**config.mk**
```make
export PLATFORM = sky130hd
export DESIGN_NAME = call_register
export DESIGN_NICKNAME = d
export VERILOG_FILES = /design/src/rtl/elevator_pkg.sv /design/src/rtl/btn_debounce.sv /design/src/rtl/call_register.sv
export SDC_FILE = /design/constraint.sdc
export NUM_CORES = 1
export LEC_CHECK = 0
export CAP_MARGIN = 20
export CORE_UTILIZATION = 57
export CTS_CLUSTER_DIAMETER = 50
export DETAILED_ROUTE_END_ITERATION = 12
export PLACE_DENSITY = 0.78
export SLEW_MARGIN = 20
export SYNTH_ARGS = -nofsm -noshare
export SYNTH_HDL_FRONTEND = slang
export SYNTH_SLANG_ARGS = --single-unit
```
**constraint.sdc**
```tcl
create_clock -name clk -period 17.2 [get_ports clk]
set_clock_uncertainty 0.05 [all_clocks]
set_input_delay 2.58 -clock clk [delete_from_list [all_inputs] [get_ports clk]]
set_output_delay 2.58 -clock clk [all_outputs]
set_load 0.03 [all_outputs]
```
**src/rtl/elevator_pkg.sv**
```systemverilog
// Shared definitions for the elevator call-handling blocks: service direction
// encodings and the width helper used to size floor indices and counters.
package elevator_pkg;

    localparam logic [1:0] DIR_NONE = 2'b00;
    localparam logic [1:0] DIR_UP   = 2'b01;
    localparam logic [1:0] DIR_DOWN = 2'b10;
    localparam logic [1:0] DIR_BOTH = 2'b11;

    // Bits needed to index n items; never less than 1 so ports stay legal.
    function automatic int clog2(input int n);
        int r;
        r = 0;
        for (int v = n - 1; v > 0; v = v >> 1) begin
            r = r + 1;
        end
        return (r < 1) ? 1 : r;
    endfunction

endpackage

```
**src/rtl/btn_debounce.sv**
```systemverilog
// One push-button channel: two-flop synchroniser, then a level filter that only
// accepts a change after DEBOUNCE consecutive disagreeing samples.
module btn_debounce
    import elevator_pkg::*;
#(
    parameter int DEBOUNCE = 4
) (
    input  logic clk,
    input  logic reset,
    input  logic raw,
    output logic level,
    output logic rise
);

    localparam int                CNT_W    = clog2(DEBOUNCE + 1);
    localparam logic [CNT_W-1:0]  CNT_LAST = CNT_W'(DEBOUNCE - 1);

    logic             sync1_q;
    logic             sync2_q;
    logic             level_q;
    logic             level_d;
    logic             rise_q;
    logic             rise_d;
    logic [CNT_W-1:0] cnt_q;
    logic [CNT_W-1:0] cnt_d;

    // Any sample that agrees with the accepted level restarts the count.
    always_comb begin
        level_d = level_q;
        rise_d  = 1'b0;
        cnt_d   = '0;
        if (sync2_q != level_q) begin
            if (cnt_q == CNT_LAST) begin
                level_d = ~level_q;
                rise_d  = ~level_q;
            end else begin
                cnt_d = cnt_q + 1'b1;
            end
        end
    end

    always_ff @(posedge clk or posedge reset) begin
        if (reset) begin
            sync1_q <= 1'b0;
            sync2_q <= 1'b0;
            level_q <= 1'b0;
            rise_q  <= 1'b0;
            cnt_q   <= '0;
        end else begin
            sync1_q <= raw;
            sync2_q <= sync1_q;
            level_q <= level_d;
            rise_q  <= rise_d;
            cnt_q   <= cnt_d;
        end
    end

    assign level = level_q;
    assign rise  = rise_q;

endmodule

```
**src/rtl/call_register.sv**
```systemverilog
// Elevator call registry: latches debounced button presses as pending calls,
// clears them on service, and reports the longest-waiting floor.
module call_register
    import elevator_pkg::*;
#(
    parameter  int FLOORS   = 8,
    parameter  int DEBOUNCE = 4,
    parameter  int AGE_W    = 8,
    localparam int FLOOR_W  = clog2(FLOORS)
) (
    input  logic               clk,
    input  logic               reset,
    input  logic [FLOORS-1:0]  btn_in,
    input  logic [FLOORS-1:0]  btn_up_out,
    input  logic [FLOORS-1:0]  btn_down_out,
    input  logic [FLOORS-1:0]  inactive_in_levels,
    input  logic [FLOORS-1:0]  inactive_out_up_levels,
    input  logic [FLOORS-1:0]  inactive_out_down_levels,
    input  logic               service_valid,
    input  logic [FLOOR_W-1:0] service_floor,
    input  logic [1:0]         service_dir,
    output logic [FLOORS-1:0]  active_in_levels,
    output logic [FLOORS-1:0]  active_out_up_levels,
    output logic [FLOORS-1:0]  active_out_down_levels,
    output logic               any_call,
    output logic [FLOOR_W-1:0] oldest_floor,
    output logic               oldest_valid
);

    localparam logic [FLOOR_W:0]    FLOORS_L = (FLOOR_W + 1)'(FLOORS);
    localparam logic [AGE_W-1:0]    AGE_MAX  = '1;
    // No "up" from the top floor, no "down" from the bottom floor.
    localparam logic [FLOORS-1:0]   UP_MASK  = {1'b0, {(FLOORS - 1){1'b1}}};
    localparam logic [FLOORS-1:0]   DN_MASK  = {{(FLOORS - 1){1'b1}}, 1'b0};

    logic [FLOORS-1:0] rise_in, rise_up, rise_dn;
    logic [FLOORS-1:0] level_in, level_up, level_dn;
    logic [FLOORS-1:0] hit, clr_up, clr_dn, pending;
    logic              svc_ok;

    logic [FLOORS-1:0] in_q, in_d, up_q, up_d, dn_q, dn_d;
    logic [FLOORS-1:0][AGE_W-1:0] age_q, age_d;
    logic [FLOOR_W-1:0] oldest_floor_q, oldest_floor_d;
    logic               oldest_valid_q, oldest_valid_d;

    logic               unused_levels;

    genvar gi;
    generate
        for (gi = 0; gi < FLOORS; gi++) begin : g_floor
            btn_debounce #(.DEBOUNCE(DEBOUNCE)) u_cab (
                .clk(clk), .reset(reset), .raw(btn_in[gi]),
                .level(level_in[gi]), .rise(rise_in[gi])
            );
            btn_debounce #(.DEBOUNCE(DEBOUNCE)) u_up (
                .clk(clk), .reset(reset), .raw(btn_up_out[gi]),
                .level(level_up[gi]), .rise(rise_up[gi])
            );
            btn_debounce #(.DEBOUNCE(DEBOUNCE)) u_dn (
                .clk(clk), .reset(reset), .raw(btn_down_out[gi]),
                .level(level_dn[gi]), .rise(rise_dn[gi])
            );
            assign hit[gi] = svc_ok && (service_floor == FLOOR_W'(gi));
        end
    endgenerate

    assign unused_levels = ^{level_in, level_up, level_dn};

    assign svc_ok  = service_valid && ({1'b0, service_floor} < FLOORS_L);
    assign clr_up  = hit & {FLOORS{service_dir[0]}};
    assign clr_dn  = hit & {FLOORS{service_dir[1]}};
    assign pending = in_q | up_q | dn_q;
    assign any_call = |pending;

    // Clear and disable both dominate a same-cycle set.
    always_comb begin
        in_d = (in_q | rise_in) & ~hit    & ~inactive_in_levels;
        up_d = (up_q | rise_up) & ~clr_up & ~inactive_out_up_levels   & UP_MASK;
        dn_d = (dn_q | rise_dn) & ~clr_dn & ~inactive_out_down_levels & DN_MASK;
    end

    always_comb begin
        for (int i = 0; i < FLOORS; i++) begin
            if (!pending[i]) begin
                age_d[i] = '0;
            end else if (age_q[i] == AGE_MAX) begin
                age_d[i] = AGE_MAX;
            end else begin
                age_d[i] = age_q[i] + 1'b1;
            end
        end
    end

    // Strict greater-than while scanning upward keeps ties on the lowest floor.
    always_comb begin
        logic             found;
        logic [AGE_W-1:0] best_age;
        found          = 1'b0;
        best_age       = '0;
        oldest_floor_d = '0;
        for (int i = 0; i < FLOORS; i++) begin
            if (pending[i] && (!found || (age_q[i] > best_age))) begin
                found          = 1'b1;
                best_age       = age_q[i];
                oldest_floor_d = FLOOR_W'(i);
            end
        end
        oldest_valid_d = any_call;
    end

    always_ff @(posedge clk or posedge reset) begin
        if (reset) begin
            in_q           <= '0;
            up_q           <= '0;
            dn_q           <= '0;
            age_q          <= '0;
            oldest_floor_q <= '0;
            oldest_valid_q <= 1'b0;
        end else begin
            in_q           <= in_d;
            up_q           <= up_d;
            dn_q           <= dn_d;
            age_q          <= age_d;
            oldest_floor_q <= oldest_floor_d;
            oldest_valid_q <= oldest_valid_d;
        end
    end

    assign active_in_levels       = in_q;
    assign active_out_up_levels   = up_q;
    assign active_out_down_levels = dn_q;
    assign oldest_floor           = oldest_floor_q;
    assign oldest_valid           = oldest_valid_q;

endmodule

```
=== Yosys cells after proc, flatten, opt, wreduce, memory -nomap -nowiden ===
Cells that the tools add are included.

* Register bits after elaboration: 251
* Bits of input ports: 56
* Output and inout bits: 29
* Logic and storage cells: 452

* $add $sub $neg: 31
* $lt $le $gt $ge: 7
* Equality and inequality tests: 61
* Multiplexer cells: 129
* Bitwise operators: 42
* Reduce and logical (&&, ||, !) cells: 54

{| class="wikitable"
|+ Operator list
! kind !! count
|-
| $mux 8 || 23
|-
| $mux 3 || 51
|-
| $eq 3x2->1 const B || 25
|-
| $add 3x1->3 const B || 23
|-
| $add 8x1->8 const B || 8
|-
| $eq 8x8->1 const B || 8
|-
| $gt 8x8->1 || 7
|-
| $mux 1 || 54
|-
| $reduce_and 2->1 || 23
|-
| $and 8x8->8 || 5
|-
| $not 8->8 || 4
|-
| $or 8x8->8 || 3
|-
| $ne 1x1->1 || 23
|-
| $not 1->1 || 23
|-
| $and 7x7->7 || 3
|-
| $logic_and 1x1->1 || 15
|-
| $not 7->7 || 2
|-
| $eq 3x3->1 const B || 4
|-
| $or 8x7->8 || 1
|-
| $reduce_or 8->1 || 1
|-
| $logic_not 1->1 || 7
|-
| $logic_or 1x1->1 || 7
|-
| $or 7x7->7 || 1
|-
| $eq 3x1->1 const B || 1
|-
| other kinds (2) || 2
|}

=== Depth between registers and ports, before layout ===
* Depth after elaboration: 31
* Mapped depth: 60

=== Modules after synthesis ===
Synthesis repeated with hierarchy kept, for this count alone.

* Cell total of the unflattened synthesis: 1046
* Area, all modules: 12094.1 µm²

{| class="wikitable"
|+ By module, submodules not included
! module !! times used !! cells an instance !! area each (µm²) !! seq. area each (µm²)
|-
| call_register || 1 || 694 || 6368.6 || 2252.2
|-
| btn_debounce || 22 || 16 || 260.2 || 175.2
|}

=== Least setup slack after synthesis ===
Ideal clock, no wire load.

* Path kind: register to register
* Start: register in_q[0] (netlist: active_in_levels[0])
* End: register oldest_floor_q[1] (netlist: oldest_floor[1])
* Library setup time: 136 ps
* Arrival: 11778 ps
* Required time: 17014 ps
* Path slack: 5236 ps
* Stages on the path, launching flop included: 61
* Buffers on the path: 7
* Period minus slack after synthesis: 11964 ps
* Cells stage by stage: dfrtp_1 or2_1 clkbuf_1 nand2_1 ha_1 a211oi_1 nor2_1 o21a_1 a311oi_4 buf_6 a22oi_1 ha_1 nand4_1 a21oi_1 a311oi_1 a221o_1 buf_2 nor2_1 [25 not listed] o21ai_0 ha_1 a21o_1 a21oi_1 a21o_1 o2bb2ai_1 a21oi_2 or2_0 buf_2 o22ai_1 ha_1 nor2b_1 o21a_1 o21a_1 o21bai_1 a21oi_1 o22ai_1 or3b_2

* Cells in the longest elaborated chain, start to end: 31

{| class="wikitable"
|+ Ends and longest elaborated chain
! element !! line !! RTL
|-
| start, declared || call_register.sv:41 || <nowiki>logic [FLOORS-1:0] in_q, in_d, up_q, up_d, dn_q, dn_d;</nowiki>
|-
| start signal, assigned || call_register.sv:120 || <nowiki>in_q <= in_d;</nowiki>
|-
| $or 8x7->8 * || call_register.sv:72 || <nowiki>assign pending = in_q | up_q | dn_q;</nowiki>
|-
| $or 8x8->8 * || call_register.sv:72 ||
|-
| $mux 8 or $mux 1 (tied branches) || call_register.sv:102 || <nowiki>if (pending[i] && (!found || (age_q[i] > best_age))) begin</nowiki>
|-
| $gt 8x8->1 or $logic_not 1->1 (tied branches) || call_register.sv:102 ||
|-
| $logic_or 1x1->1 || call_register.sv:102 ||
|-
| $logic_and 1x1->1 || call_register.sv:102 ||
|-
| $mux 8 or $mux 1 (tied branches) || call_register.sv:102 ||
|-
| $gt 8x8->1 or $logic_not 1->1 (tied branches) || call_register.sv:102 ||
|-
| [16 not listed] || -- ||
|-
| $logic_or 1x1->1 || call_register.sv:102 ||
|-
| $logic_and 1x1->1 || call_register.sv:102 ||
|-
| $mux 8 or $mux 1 (tied branches) || call_register.sv:102 ||
|-
| $gt 8x8->1 or $logic_not 1->1 (tied branches) || call_register.sv:102 ||
|-
| $logic_or 1x1->1 || call_register.sv:102 ||
|-
| $logic_and 1x1->1 || call_register.sv:102 ||
|-
| $mux 3 * || call_register.sv:102 ||
|-
| named net oldest_floor_d[1] || call_register.sv:43 || <nowiki>logic [FLOOR_W-1:0] oldest_floor_q, oldest_floor_d;</nowiki>
|-
| end signal, assigned || call_register.sv:124 || <nowiki>oldest_floor_q <= oldest_floor_d;</nowiki>
|-
| end, declared || call_register.sv:43 ||
|}

Mark *: on every way through the listed nets, which the timed path passes. The rest lies on a longest branch.
A chain may end at the register's enable or synchronous reset.

=== Worst setup path in the final report ===
Ends and elaborated chain as after synthesis.

==> impl_metrics.env <==
export IMPL_power_net_switching_uw=562
export IMPL_setup_tns_ns=0
export IMPL_r2r_start="active_in_levels[0]"
export IMPL_grt_max_degree=124
export IMPL_clock_sinks=244
export IMPL_min_delay_start="g_floor[3].u_dn.sync1_q"
export IMPL_seqPwrFrac=0.396
export IMPL_slew_limit_headroom=0.328
export IMPL_ys_warn_count=0
export IMPL_antenna_cells=0
export IMPL_multi_input_area_mm2=0.00528
export IMPL_avgSynthCellArea_um2=11.3
export IMPL_hold_violations=0
export IMPL_final_antenna_net_count=0
export IMPL_grtUsageTotal=0.240
export IMPL_setup_viol=0
export IMPL_peakVddDrop_uv=83.9
export IMPL_switching_share=0.309
export IMPL_drcViolationCount=0
export IMPL_whs_ns=0.297
export IMPL_synth_main_ff_cell="dfrtp_1"
export IMPL_grt_pass1_wl_um=39300
export IMPL_cts_root_buf="clkbuf_16"
export IMPL_fin_crit_ns=14.13
export IMPL_clock_fmax_mhz=70.8
export IMPL_fillers=1454
export IMPL_path_clk_slew_ns=0.06
export IMPL_syn_inst=1022
export IMPL_gp_congestion=0.881
export IMPL_dieArea_mm2=0.0209
export IMPL_initial_core_util=0.588
export IMPL_cts_resized=0
export IMPL_fp_row_count=51
export IMPL_cts_tree="yes"
export IMPL_syn_to_final_growth_pct=17.2
export IMPL_die_h_um=145
export IMPL_hold_depth=0
export IMPL_routed_wl_um=23500
export IMPL_hp_class="reg2reg"
export IMPL_crit_path_end_kind="flip-flop"
export IMPL_ios=85
export IMPL_coreArea_mm2=0.0197
export IMPL_cts_buffer_depth=3
export IMPL_drive_gt1_frac=0.0982
export IMPL_crit_arrival_ns=14.50
export IMPL_grt_setup_unrepaired="false"
export IMPL_crit_top_cell="ha_1"
export IMPL_drt_initial_drc_count=414
export IMPL_cts_max_level=1
export IMPL_first_pass_iters=5
export IMPL_grt_antenna_before_repair=0
export IMPL_p_clk_frac=0.316
export IMPL_seq_area_mm2=0.00611
export IMPL_cts_hold_fix_buffers=0
export IMPL_dpl_hpwl_um=16700
export IMPL_num_vias=8018
export IMPL_p_comb_frac=0.288
export IMPL_crit_fanout=19
export IMPL_viasPerCell=5.71
export IMPL_overflow=0
export IMPL_finalNetCount=1262
export IMPL_p_int_mw=1.26
export IMPL_cp_required_ns=17.56
export IMPL_synth_seq_area_share=0.527
export IMPL_slowest_delay_ns=0.81
export IMPL_p_per_area_mw_per_mm2=134
export IMPL_cts_buffers=27
export IMPL_drv_cap=0
export IMPL_port_buffers=78
export IMPL_ys_ff_latch=244
export IMPL_post_route_period_util=0.822
export IMPL_netlist_top_cell_by_area="dfrtp_1"
export IMPL_reg2reg_depth=53
export IMPL_synth_most_common_cell="dfrtp_1"
export IMPL_synthTopCellsByArea="dfrtp_1 (53%), ha_1 (9.3%), a21oi_1 (2.9%)"
export IMPL_ys_top_cells_by_count="dfrtp_1 (244), ha_1 (86), nor2_1 (69)"
export IMPL_worstMarginPinSlew_ns=1.00
export IMPL_drv_slew=0
export IMPL_cts_setup_buffers=0
export IMPL_clock_latency_ns=0.54
export IMPL_grt_pass1_vias=8193
export IMPL_async_flop_share=1.00
export IMPL_ys_types=70
export IMPL_start_kind="flip-flop"
export IMPL_criticalPathCategory="reg2reg"
export IMPL_die_w_um=145
export IMPL_setup_worst_path_start="active_in_levels[0]"
export IMPL_wl_per_cell_um=16.7
export IMPL_synth_edf_count=0
export IMPL_status="finished, final reports clean"
export IMPL_critPathSlowestCell="nor3_2"
export IMPL_synth_top_area_frac=0.527
export IMPL_power_leakage_nw=6.13
export IMPL_synth_area_mm2=0.0116
## worst paths after layout
| path | to | slack (ns) |
|---|---|---|
| min in group asynchronous | g_floor[3].u_dn.cnt_q[0] | 2.54 |
| max reg2reg | oldest_floor[1] | 3.07 |
| min reg2reg | g_floor[3].u_dn.sync2_q | 0.30 |
| min | g_floor[3].u_dn.sync2_q | 0.30 |
| max | oldest_floor[1] | 3.07 |
| max in group asynchronous | age_q[61] | 13.20 |
## metal layers
layer  global-route usage  part of all wire  vias up
met5                    0                 0        -
met4               0.0853             0.034        0
met3               0.0450             0.045       58
met2                0.405              0.48      162
met1                0.309              0.44     3905
li1                     -                 -     3893
## layout make-up
type / instances / area share
Tap cell: 265 / 0.0244
Clock inverter: 9 / 0.00903
Clock buffer: 40 / 0.0578
Multi-Input combinational cell: 731 / 0.389
Timing Repair Buffer: 84 / 0.0608
Inverter: 32 / 0.00940
Sequential cell: 244 / 0.450
## per-stage QoR
step	util	cell area, um^2	power (mW)	worst slack [ns]	instances
6_report	0.689	13600	1.82	3.07	1405
5_1_grt	0.689	13600	1.93	1.91	1405
4_1_cts	0.689	13600	1.84	3.17	1405
3_5_place_dp	0.643	12700	1.25	3.24	1356
3_3_place_gp	0.642	12700	1.22	3.02	1356
2_1_floorplan	-	11600	1.12	5.24	1023
## flip-flops by register name, indices dropped and copies added, names as in the netlist, 3 cells and up
name	flops
active_in_levels	8
active_out_down_levels	7
active_out_up_levels	7
age_q	64
g_floor.u_cab.cnt_q	24
g_floor.u_cab.level	8
g_floor.u_cab.rise	8
g_floor.u_cab.sync1_q	8
g_floor.u_cab.sync2_q	8
g_floor.u_dn.cnt_q	21
g_floor.u_dn.level	7
g_floor.u_dn.rise	7
g_floor.u_dn.sync1_q	7
g_floor.u_dn.sync2_q	7
g_floor.u_up.cnt_q	21
g_floor.u_up.level	7
g_floor.u_up.rise	7
g_floor.u_up.sync1_q	7
g_floor.u_up.sync2_q	7
oldest_floor	3
## worst max-delay path: cells and delay by family (launching register included)
| family | cells | cell delay (ns) |
|---|---|---|
| multiplexers | 1 | 0.21 |
| adder cells (fa/ha/maj) | 7 | 2.00 |
| AND/OR/NAND/NOR | 15 | 5.22 |
| AO/OA/AOI/OAI | 28 | 5.74 |
| buffers and inverters | 2 | 0.34 |
| flip-flops | 1 | 0.43 |
## cell usage in the layout, fill, tap and decap left out, types with 5 or more instances in the layout
cell               n
and3_1            18
ha_1              86
o21ai_0           25
and3b_1           22
and2_1            10
nand2_1           37
a21o_1            10
dfrtp_1          244
clkbuf_8           6
nor2_1            69
buf_4              6
o31ai_2            6
nand2b_1           6
xor2_1             9
o22ai_1            9
inv_1             31
nand3_1           38
nor3b_1           36
a221oi_1           5
mux2_2            23
nor2b_1           40
xnor2_1           37
clkdlybuf4s50_1   78
clkbuf_16         27
a31oi_1           10
nor3_1            51
a21oi_1           66
mux2i_1            7
clkbuf_1           7
nand4_1           12
a211oi_1          26
or2_2             15
o21a_1             5
a22oi_1            7
## power by group through the flow
stage                     combinational [mW]  clock (mW)  sequential (mW)
after floorplan                        0.389           0            0.728
after global placement                 0.502           0            0.723
after detailed placement               0.523           0            0.729
after CTS                              0.528       0.588            0.721
after global routing                   0.591       0.611            0.731
final                                  0.524       0.575            0.719
## cell families (layout without fill, tap and decap cells)
kind of cell,Yosys count,in the layout,synth area share
AND/OR/NAND/NOR,372,372,0.181
multiplexers,30,30,0.0284
XOR/XNOR,46,46,0.0348
AO/OA/AOI/OAI,195,195,0.117
flip-flops,244,244,0.527
buffers and inverters,48,165,0.0182
other,1,2,0.000324
adder cells (fa/ha/maj),86,86,0.0929
(Power assumes the default switching activity.)
